## src/rtl/seg_pkg.sv

```systemverilog
// Shared constants and helpers for the seven-segment scanner:
// hex-to-segment decode and a constant-safe ceil(log2).
package seg_pkg;

   localparam logic [6:0] SEG_BLANK = 7'h00;

   function automatic int unsigned clog2(input int unsigned v);
      int unsigned r;
      r = 0;
      while ((64'd1 << r) < 64'(v)) r++;
      return r;
   endfunction

   // Returns {a,b,c,d,e,f,g}, active high.
   function automatic logic [6:0] hex_to_seg(input logic [3:0] nib);
      logic [6:0] seg;
      case (nib)
         4'h0: seg = 7'h7E;
         4'h1: seg = 7'h30;
         4'h2: seg = 7'h6D;
         4'h3: seg = 7'h79;
         4'h4: seg = 7'h33;
         4'h5: seg = 7'h5B;
         4'h6: seg = 7'h5F;
         4'h7: seg = 7'h70;
         4'h8: seg = 7'h7F;
         4'h9: seg = 7'h7B;
         4'hA: seg = 7'h77;
         4'hB: seg = 7'h1F;
         4'hC: seg = 7'h4E;
         4'hD: seg = 7'h3D;
         4'hE: seg = 7'h4F;
         default: seg = 7'h47;
      endcase
      return seg;
   endfunction

endpackage

```

## src/rtl/seg_scan_display_if.sv

```systemverilog
// Panel bus: source words and keys in from the core side, digit drive out to the pins.
interface seg_scan_display_if
   import seg_pkg::*;
#(
   parameter int unsigned NUM_DIGITS = 2,
   parameter int unsigned DATA_W     = 32,
   parameter int unsigned NUM_SRC    = 2
);
   localparam int unsigned PAGES = DATA_W / (4 * NUM_DIGITS);
   localparam int unsigned SEL_W = (NUM_SRC > 1) ? clog2(NUM_SRC) : 1;

   logic [NUM_SRC*DATA_W-1:0] src_data;
   logic [SEL_W-1:0]          src_sel;
   logic                      key_left;
   logic                      key_right;
   logic                      lzb_en;
   logic [NUM_DIGITS-1:0]     com;
   logic [7:0]                segs;
   logic [PAGES-1:0]          leds;

   modport master (
      output src_data, src_sel, key_left, key_right, lzb_en,
      input  com, segs, leds
   );

   modport slave (
      input  src_data, src_sel, key_left, key_right, lzb_en,
      output com, segs, leds
   );

endinterface

```

## src/rtl/key_debounce.sv

```systemverilog
// Hold-time key debouncer: one-cycle press pulse once the key has been high
// for DEB_CNT-1 consecutive samples; holding never repeats.
module key_debounce
   import seg_pkg::*;
#(
   parameter int unsigned DEB_CNT = 500_000
) (
   input  logic clk,
   input  logic rst_n,
   input  logic key_in,
   output logic press
);

   localparam int unsigned CW = clog2(DEB_CNT + 1);
   localparam logic [CW-1:0] CntMax  = CW'(DEB_CNT);
   localparam logic [CW-1:0] CntFire = CW'(DEB_CNT - 1);

   logic [CW-1:0] cnt_q, cnt_d;

   always_comb begin
      cnt_d = cnt_q;
      if (!key_in) begin
         cnt_d = '0;
      end else if (cnt_q != CntMax) begin
         cnt_d = cnt_q + CW'(1);
      end
   end

   always_ff @(posedge clk) begin
      if (!rst_n) begin
         cnt_q <= '0;
      end else begin
         cnt_q <= cnt_d;
      end
   end

   // Saturation above CntFire is what keeps a held key from re-firing.
   assign press = (cnt_q == CntFire);

endmodule

```

## src/rtl/seg_scan_display.sv

```systemverilog
// Multi-digit seven-segment scanner: pages a hex window through a selected
// source word, with optional leading-zero blanking and a page-indicator LED row.
module seg_scan_display
   import seg_pkg::*;
#(
   parameter int unsigned NUM_DIGITS = 2,
   parameter int unsigned DATA_W     = 32,
   parameter int unsigned NUM_SRC    = 2,
   parameter int unsigned SCAN_CNT   = 50_000,
   parameter int unsigned DEB_CNT    = 500_000
) (
   input logic               clk,
   input logic               rst_n,
   seg_scan_display_if.slave bus
);

   localparam int unsigned PAGES = DATA_W / (4 * NUM_DIGITS);
   localparam int unsigned PG_W  = (PAGES > 1) ? clog2(PAGES) : 1;
   localparam int unsigned SEL_W = (NUM_SRC > 1) ? clog2(NUM_SRC) : 1;
   localparam int unsigned DIG_W = (NUM_DIGITS > 1) ? clog2(NUM_DIGITS) : 1;
   localparam int unsigned SC_W  = clog2(SCAN_CNT);
   localparam int unsigned WIN_W = 4 * NUM_DIGITS;

   logic press_l, press_r;

   key_debounce #(.DEB_CNT(DEB_CNT)) u_deb_left (
      .clk    (clk),
      .rst_n  (rst_n),
      .key_in (bus.key_left),
      .press  (press_l)
   );

   key_debounce #(.DEB_CNT(DEB_CNT)) u_deb_right (
      .clk    (clk),
      .rst_n  (rst_n),
      .key_in (bus.key_right),
      .press  (press_r)
   );

   logic [PG_W-1:0]       page_q, page_d;
   logic [PAGES-1:0]      leds_q, leds_d;
   logic [SC_W-1:0]       cnt_q, cnt_d;
   logic [DIG_W-1:0]      digit_q, digit_d;
   logic [NUM_DIGITS-1:0] com_q, com_d;
   logic [7:0]            segs_q, segs_d;
   logic                  tick;

   always_comb begin
      page_d = page_q;
      if (PAGES > 1) begin
         if (press_l && !press_r) begin
            page_d = (page_q == PG_W'(PAGES - 1)) ? '0 : page_q + PG_W'(1);
         end else if (press_r && !press_l) begin
            page_d = (page_q == '0) ? PG_W'(PAGES - 1) : page_q - PG_W'(1);
         end
      end
      leds_d = PAGES'(1) << page_d;
   end

   always_comb begin
      tick    = (cnt_q == SC_W'(SCAN_CNT - 1));
      cnt_d   = tick ? '0 : cnt_q + SC_W'(1);
      digit_d = digit_q;
      if (tick) begin
         digit_d = (digit_q == DIG_W'(NUM_DIGITS - 1)) ? '0 : digit_q + DIG_W'(1);
      end
   end

   logic [DATA_W-1:0] word;
   logic [WIN_W-1:0]  win;
   logic [3:0]        nib;
   logic              blank;
   logic              dp;

   // Decode from the registered digit so com and segs load in lockstep.
   always_comb begin
      word = '0;
      for (int i = 0; i < NUM_SRC; i++) begin
         if (bus.src_sel == SEL_W'(i)) word = bus.src_data[i*DATA_W +: DATA_W];
      end
      win = '0;
      for (int p = 0; p < PAGES; p++) begin
         if (page_q == PG_W'(p)) win = word[p*WIN_W +: WIN_W];
      end
      nib   = '0;
      blank = bus.lzb_en && (digit_q != '0);
      for (int j = 0; j < NUM_DIGITS; j++) begin
         if (digit_q == DIG_W'(j)) nib = win[4*j +: 4];
         if ((DIG_W'(j) >= digit_q) && (win[4*j +: 4] != 4'h0)) blank = 1'b0;
      end
      dp     = (digit_q == '0) && (page_q != '0);
      segs_d = {blank ? SEG_BLANK : hex_to_seg(nib), dp};
      com_d  = NUM_DIGITS'(1) << digit_q;
   end

   always_ff @(posedge clk) begin
      if (!rst_n) begin
         page_q  <= '0;
         leds_q  <= PAGES'(1);
         cnt_q   <= '0;
         digit_q <= '0;
         com_q   <= '0;
         segs_q  <= '0;
      end else begin
         page_q  <= page_d;
         leds_q  <= leds_d;
         cnt_q   <= cnt_d;
         digit_q <= digit_d;
         com_q   <= com_d;
         segs_q  <= segs_d;
      end
   end

   assign bus.com  = com_q;
   assign bus.segs = segs_q;
   assign bus.leds = leds_q;

endmodule
```

## src/flat_wrapper.sv

```systemverilog
// flat-port wrapper written by rule: the top's interface ports become plain ports
module seg_scan_display_flat import seg_pkg::*;
#(
   parameter int unsigned NUM_DIGITS = 2,
   parameter int unsigned DATA_W     = 32,
   parameter int unsigned NUM_SRC    = 2,
   parameter int unsigned SCAN_CNT   = 50_000,
   parameter int unsigned DEB_CNT    = 500_000
)
  (clk, rst_n, bus_src_data, bus_src_sel, bus_key_left, bus_key_right, bus_lzb_en, bus_com, bus_segs, bus_leds);
  seg_scan_display_if #(.NUM_DIGITS(NUM_DIGITS), .DATA_W(DATA_W), .NUM_SRC(NUM_SRC)) bus_i ();
  input logic clk;
  input logic rst_n;
  input wire logic [$bits(bus_i.src_data)-1:0] bus_src_data;
  input wire logic [$bits(bus_i.src_sel)-1:0] bus_src_sel;
  input wire logic [$bits(bus_i.key_left)-1:0] bus_key_left;
  input wire logic [$bits(bus_i.key_right)-1:0] bus_key_right;
  input wire logic [$bits(bus_i.lzb_en)-1:0] bus_lzb_en;
  output wire logic [$bits(bus_i.com)-1:0] bus_com;
  output wire logic [$bits(bus_i.segs)-1:0] bus_segs;
  output wire logic [$bits(bus_i.leds)-1:0] bus_leds;
  assign bus_i.src_data = bus_src_data;
  assign bus_i.src_sel = bus_src_sel;
  assign bus_i.key_left = bus_key_left;
  assign bus_i.key_right = bus_key_right;
  assign bus_i.lzb_en = bus_lzb_en;
  assign bus_com = bus_i.com;
  assign bus_segs = bus_i.segs;
  assign bus_leds = bus_i.leds;
  seg_scan_display #(.NUM_DIGITS(NUM_DIGITS), .DATA_W(DATA_W), .NUM_SRC(NUM_SRC), .SCAN_CNT(SCAN_CNT), .DEB_CNT(DEB_CNT)) u_core (.clk(clk), .rst_n(rst_n), .bus(bus_i));
endmodule
```

## config.mk

```make
export PLATFORM = sky130hd
export DESIGN_NAME = seg_scan_display_flat
export DESIGN_NICKNAME = d
export VERILOG_FILES = /design/src/rtl/seg_pkg.sv /design/src/rtl/seg_scan_display_if.sv /design/src/rtl/key_debounce.sv /design/src/rtl/seg_scan_display.sv /design/src/flat_wrapper.sv
export SDC_FILE = /design/constraint.sdc
export NUM_CORES = 1
export LEC_CHECK = 0
export BUFFER_PORTS_ARGS = -buffer_cell sky130_fd_sc_hd__buf_2
export CAP_MARGIN = 10
export CORE_MARGIN = 8
export CORE_UTILIZATION = 55
export DETAILED_ROUTE_END_ITERATION = 7
export PLACE_DENSITY = 0.81
export SLEW_MARGIN = 15
export SYNTH_ARGS = -nofsm -noshare
export SYNTH_HDL_FRONTEND = slang
export SYNTH_SLANG_ARGS = --single-unit
export TNS_END_PERCENT = 30
```

## constraint.sdc

```tcl
create_clock -name clk -period 5 [get_ports clk]
set_input_delay 0.75 -clock clk [delete_from_list [all_inputs] [get_ports clk]]
set_output_delay 0.75 -clock clk [all_outputs]
set_load 0.05 [all_outputs]
```

==> metrics.txt, run 1 <==
post-synth cell types 58; Routed Antenna Nets 0; Synth top area share 36.62%; total number of vias 3,388; slew margin rel. a little under two fifths; DRT iter0 DRCs 168; mapped cell area 0.003881 mm^2; routability cong. ~0.9; final setup fails 0; Post-synth EDFFs 0; met1 Use GR approximately 20%; H-tree levels 3; PortBufs just over 80; initial antenna violation count 0; clock transition at the registers of the reported paths 0.08 ns; P&R area growth vs syn 16.02%; RSZ-0062 raised after global routing false; post-route clock period utilization 59.95%; final instance area ~0.0045 mm^2; Syn Nets 532; top cells by area, synth dfxtp_1 37%, mux2i_1 7.7%, nor2_1 6.8%; vias per cell 5.429; final setup TNS 0 ns; TritonCTS clock tree yes; syn_area_per_cell 8.702 um^2; type of the tightest min-delay check flip-flop to flip-flop; Gate Count Post-Synth around 450; status finished clean; Max FO, Critical Path 33; Post-DP Area 0.004307 mm^2; maximum vdd drop 0.1869 mV; vias in the first global route 3,289; Nets 610; Power Dens Cells 261.3 mW/mm^2; width of the die 100.0 um; WL/cell 14.19 um; post-DP HPWL 6.693 mm; arrival time worst endpoint 3.29 ns; fraction of registers with async set/reset 0%; Min Hold Slack 0.4586 ns; Tmin final 2.998 ns; register area share after synthesis ~37%; Core ar. 0.006832 mm^2; Leak 1.878 nW; post-synth top area cell dfxtp_1; post-synthesis register bit count 71; CTS resizes 0; yosys warns 0; final-report hold violation count 0; overall power 1.177 mW; remaining global-route overflow 0; number of iterations in the first detailed-routing pass 4; worst endpoint required time between 5 and 6 ns; CTS Buf Count 9; max cap viols 0; FP Rows 30; final WL 8.854 mm; Slew @ Worst Pin ~0.92 ns; max frequency 333.6 MHz; post-CTS setup buffer count 0; main flop type after synthesis dfxtp_1; Pins Over Slew Limit 0; share of cells above drive strength 1 21.97%; register area roughly 0.0014 mm^2; clock skew 0.01449 ns; Worst Setup End Kind flip-flop; IO Count 84; grt met2 use a little under a third; Multi-input gate area 0.002290 mm^2; clk_lat worst skew 0.35 ns; largest net degree at the start of global routing 34; global-route wire length before repair between 10 and 15 mm; crit path launch type primary input; Util after Layout 65.92%; DRC errors left 0; Initial Util 56.81%; fillers 584; Die Area 0.01000 mm^2; CTS Root Cell clkbuf_8; die height 100.0 um; Most Crowded Layer GR met2; routing usage on met3 6.159%; TritonCTS Sinks 71; critical path class primary input to flip-flop; Global Route Usage Sum 18.16%; Longest Clk Path Bufs 2; antenna cells 0; Post-CTS Hold Fix Bufs 0
-- layout make-up --
cell class | instances | area share (%)
clock buffer | 11 | 3.362
inverter | 16 | 1.334
clock inverter | 4 | 1.000
tap | 96 | 2.667
timing repair buffer | 83 | 9.225
multi-input combinational | 343 | 50.85
sequential | 71 | 31.56
-- cell families (layout without fill, tap and decap cells) --
family	count (synthesis)	after routing	synth area share, %
AO/OA/AOI/OAI	61	61	10.70
XOR/XNOR	42	42	9.478
adder cells (fa/ha/maj)	16	16	5.158
buffers and inverters	32	114	4.384
flip-flops	71	71	36.62
multiplexers	36	36	9.478
AND/OR/NAND/NOR	188	188	24.18
-- per-layer routing --
metal	routed length, um	vias to the layer above	share of wire [%]
li1	-	1709	-
met1	3943	1547	45
met2	3986	117	45
met3	759	15	8.6
met4	164	0	1.9
met5	0	-	0
-- stage by stage --
step	worst slack (ns)	instances
2_1_floorplan	2.152	446
3_3_place_gp	1.687	609
3_5_place_dp	1.648	609
4_1_cts	2.033	624
5_1_grt	1.800	624
6_report	2.002	624
-- cells in the mapped netlist, types with 2 or more instances --
| cell type | count |
|---|---|
| o21ai_0 | 13 |
| buf_4 | 2 |
| a21oi_1 | 14 |
| dfxtp_1 | 71 |
| xnor2_1 | 13 |
| nand2_1 | 34 |
| mux2_2 | 6 |
| and3_1 | 7 |
| and3_2 | 2 |
| a211o_1 | 2 |
| nor2_1 | 70 |
| o221a_2 | 2 |
| and4_1 | 2 |
| xor2_1 | 29 |
| o221ai_1 | 2 |
| buf_2 | 2 |
| a211oi_1 | 5 |
| nand2b_1 | 5 |
| buf_6 | 4 |
| nand4_1 | 10 |
| o211a_1 | 3 |
| a221oi_1 | 2 |
| mux2i_1 | 30 |
| nand3_1 | 19 |
| ha_1 | 16 |
| nand3b_1 | 2 |
| nor3_1 | 6 |
| nor4_1 | 2 |
| nor2b_1 | 4 |
| o22ai_1 | 7 |
| and2_1 | 4 |
| or3_1 | 9 |
| clkbuf_1 | 7 |
| inv_1 | 16 |
-- placed cells by master, fill, tap and decap left out, types with 11 or more instances in the layout --
cell type  netlist  routed
ha_1            16      16
nand3_1         19      19
nand2_1         34      34
a21oi_1         14      14
buf_2            2      83
clkbuf_8         1      11
o21ai_0         13      13
dfxtp_1         71      71
nor2_1          70      70
xor2_1          29      29
xnor2_1         13      13
mux2i_1         30      30
inv_1           16      16
-- where the power goes --
part	internal (mW)	switching (mW)	total, mW
combinational	0.0593	0.0806	0.140
sequential	0.575	0.00479	0.580
clock	0.252	0.204	0.457
-- flip-flops by register name, indices dropped and copies added (netlist names) --
| signal | flops |
|---|---|
| u_core.u_deb_left.cnt_q | 19 |
| u_core.u_deb_right.cnt_q | 19 |
| u_core.cnt_q | 16 |
| u_core.bus.segs | 8 |
| u_core.bus.leds | 4 |
| u_core.bus.com | 2 |
| u_core.page_q | 2 |
| u_core.digit_q | 1 |
-- path summary, 6_finish.rpt --
| check | startpoint | endpoint | slack (ns) | cells after the start |
|---|---|---|---|---|
| setup / recovery | bus_src_sel | u_core.bus.segs[7] | 2.00 | 8 |
| hold / removal | u_core.cnt_q[0] | u_core.cnt_q[0] | 0.46 | 1 |
| setup reg to reg | u_core.page_q[0] | u_core.bus.segs[7] | 2.26 | 10 |
| hold reg to reg | u_core.cnt_q[0] | u_core.cnt_q[0] | 0.46 | 1 |
-- critical path, cell delays in order --
cell and delay (ns):
buf_2 0.64, mux2_2 0.41, o221a_2 0.29, a211o_1 0.36, ha_1 0.26, or3_1 0.37, o221a_2 0.13, nor2_1 0.07
Note: power is estimated with default switching activity, not from simulation.
==> inputs of run 2 (changes only) <==
--- a/config.mk
+++ b/config.mk
@@ -8,9 +8,9 @@
 export BUFFER_PORTS_ARGS = -buffer_cell sky130_fd_sc_hd__buf_2
 export CAP_MARGIN = 10
 export CORE_MARGIN = 8
-export CORE_UTILIZATION = 55
+export CORE_UTILIZATION = 49
 export DETAILED_ROUTE_END_ITERATION = 7
-export PLACE_DENSITY = 0.81
+export PLACE_DENSITY = 0.76
 export SLEW_MARGIN = 15
 export SYNTH_ARGS = -nofsm -noshare
 export SYNTH_HDL_FRONTEND = slang
==> constraint.sdc (replaced) <==
create_clock -name clk -period 2.65 [get_ports clk]
set_input_delay 0.3975 -clock clk [delete_from_list [all_inputs] [get_ports clk]]
set_output_delay 0.3975 -clock clk [all_outputs]
set_load 0.05 [all_outputs]
==> metrics.txt, run 2 (synthesized netlist as in run 1, its figures left out) <==
status finished clean; Die Area 0.01103 mm^2 (+10%); number of iterations in the first detailed-routing pass 4 (unchanged); max frequency 407.8 MHz; post-CTS setup buffer count 0 (unchanged); Min Hold Slack 0.4317 ns (-0.02691 ns); Worst Setup End Kind flip-flop; maximum vdd drop 0.2865 mV (+53%); max cap viols 0 (unchanged); total number of vias 3,388 (unchanged); worst endpoint required time 2.89 ns (-2.41 ns); Power Dens Cells 474.1 mW/mm^2 (+81%); final setup fails 0 (unchanged); vias in the first global route 3,343 (+1.6%); Nets 620 (+1.6%); Post-DP Area 0.004402 mm^2 (+2.2%); critical path class flip-flop to flip-flop; post-DP HPWL 7.100 mm (+6.1%); Pins Over Slew Limit 0 (unchanged); DRT iter0 DRCs 163 (-3.0%); CTS Root Cell clkbuf_8; die height 105 um (+5.0%); Logic pwr share 12.7% (+0.8 points); initial antenna violation count 0 (unchanged); WL/cell 14.22 um (+0.20%); Non-Filler Instances 640 (+2.6%); width of the die 105 um (+5.0%); Global Route Usage Sum 16.31% (-1.9 points); final WL 9.099 mm (+2.8%); TritonCTS clock tree yes; Longest Clk Path Bufs 2 (unchanged); arrival time worst endpoint 2.69 ns (-0.60 ns); flop-to-flop setup slack 0.20 ns (-2.06 ns); vias per cell 5.294 (-2.5%); Worst Path Buf+Inv 0 (-1); Initial Util 50.49% (-6.3 points); slowest CP cell o311ai_1; P&R area growth vs syn 18.76%; CTS Buf Count 9 (unchanged); Largest stage delay, worst path 0.60 ns (-0.04 ns); TritonCTS Sinks 71 (unchanged); antenna cells 0 (unchanged); remaining global-route overflow 0 (unchanged); Inst Count DP 625 (+2.6%); largest net degree at the start of global routing 20 (-41%); IO Count 84 (unchanged); final-report hold violation count 0 (unchanged); clk_lat worst skew 0.34 ns (about the same); FP Rows 32 (+6.7%); clock skew 0.007634 ns (-0.006855 ns); Routed Antenna Nets 0 (unchanged); P_int 1.632 mW (+84%); crit path launch type flip-flop; Core ar. 0.007687 mm^2 (+13%); PortBufs 83 (unchanged); Tmin final approximately 2.5 ns; pre-CTS WS 0.03875 ns (-1.609 ns); Slew @ Worst Pin 0.6411 ns (-0.2751 ns); type of the tightest min-delay check primary input to flip-flop; Util after Layout 59.96% (-6.0 points); H-tree levels 3 (unchanged); Final WS setup 0.1976 ns (-1.805 ns); switching share of power 25.34% (+0.72 points); share of cells above drive strength 1 24.91% (+2.9 points); post-route clock period utilization between 90% and 100%; RSZ-0062 raised after global routing false; final instance area 0.004609 mm^2 (+2.4%); crit path cell chain nor4bb_1 -> nand4_1 -> o311ai_1 -> a21oi_1 -> a31oi_1 -> and2b_2; sequential power share 50.1% (+0.8 points); critical path's top delay family compound AO/OA/AOI/OAI gates; routability cong. 0.8648 (-1.2%); commonest non-fill, non-tap cell in the layout buf_2; slew margin rel. 57.16% (+19 points); overall power 2.185 mW (+86%); final setup TNS 0 ns (unchanged); Leak 1.913 nW (+1.9%); clock transition at the registers of the reported paths 0.07 ns (about the same); most frequent cells in the layout 83 x buf_2, 70 x nor2_1, 69 x dfxtp_1, 34 x nand2_1, 30 x mux2i_1; Sw Pwr 553.8 uW (+91%); Max FO, Critical Path 5 (-85%); global-route wire length before repair 15.12 mm (+1.2%); Clock Power Share 37.2% (-1.6 points); Top Registers u_core.u_deb_left.cnt_q x19, u_core.u_deb_right.cnt_q x19, u_core.cnt_q x16; DRC errors left 0 (unchanged)
run 2: cell count changes in the layout (fill, tap and decap cells not counted), moves of 2 or more:
cell        change
dfxtp_2         +2
dfxtp_1         -2
buf_4           +9
clkbuf_8        -2
inv_2           +3
clkinvlp_4      +3
inv_1           -3
run 2: power groups by stage:
| stage | clock (mW) | combinational, mW | sequential (mW) |
|---|---|---|---|
| after floorplan | 0 | 0.139 | 1.16 |
| after global placement | 0 | 0.270 | 1.12 |
| after detailed placement | 0 | 0.275 | 1.12 |
| after CTS | 0.834 | 0.276 | 1.10 |
| after global routing | 0.879 | 0.301 | 1.10 |
| final | 0.813 | 0.277 | 1.10 |
run 2: path summary, 6_finish.rpt:
kind,startpoint,endpoint,cells after the start
min reg2reg,u_core.cnt_q[0],u_core.cnt_q[0],1
max,u_core.u_deb_right.cnt_q[12],u_core.bus.leds[1],6
min,rst_n,u_core.bus.leds[0],2
max reg2reg,u_core.u_deb_right.cnt_q[12],u_core.bus.leds[1],6
run 2: final cells by class:
class	instances	area, um^2
Fill cell	676	3078
Multi-Input combinational cell	343	2308
Sequential cell	71	1424
Timing Repair Buffer	93	503.0
Tap cell	102	127.6
Clock buffer	9	123.9
Clock inverter	6	62.56
Inverter	16	60.06
run 2: timing repair:
action,CTS,global route
endpoints found under the setup margin,0,6
resized for setup,0,8
hold buffers,0,0
run 2: metal layers:
layer  share of wire, %  routed length (um)  track usage (%)
met1                 46                4147            18.37
met2                 46                4141            27.74
met3                6.5                 594            5.098
met4                2.4                 216            7.136
met5                  0                   0                0
run 2: worst reg2reg max path, stage by stage (launching register included):
cell      delay [ns]
dfxtp_1         0.34
nor4bb_1        0.36
nand4_1         0.22
o311ai_1        0.60
a21oi_1         0.15
a31oi_1         0.41
and2b_2         0.27
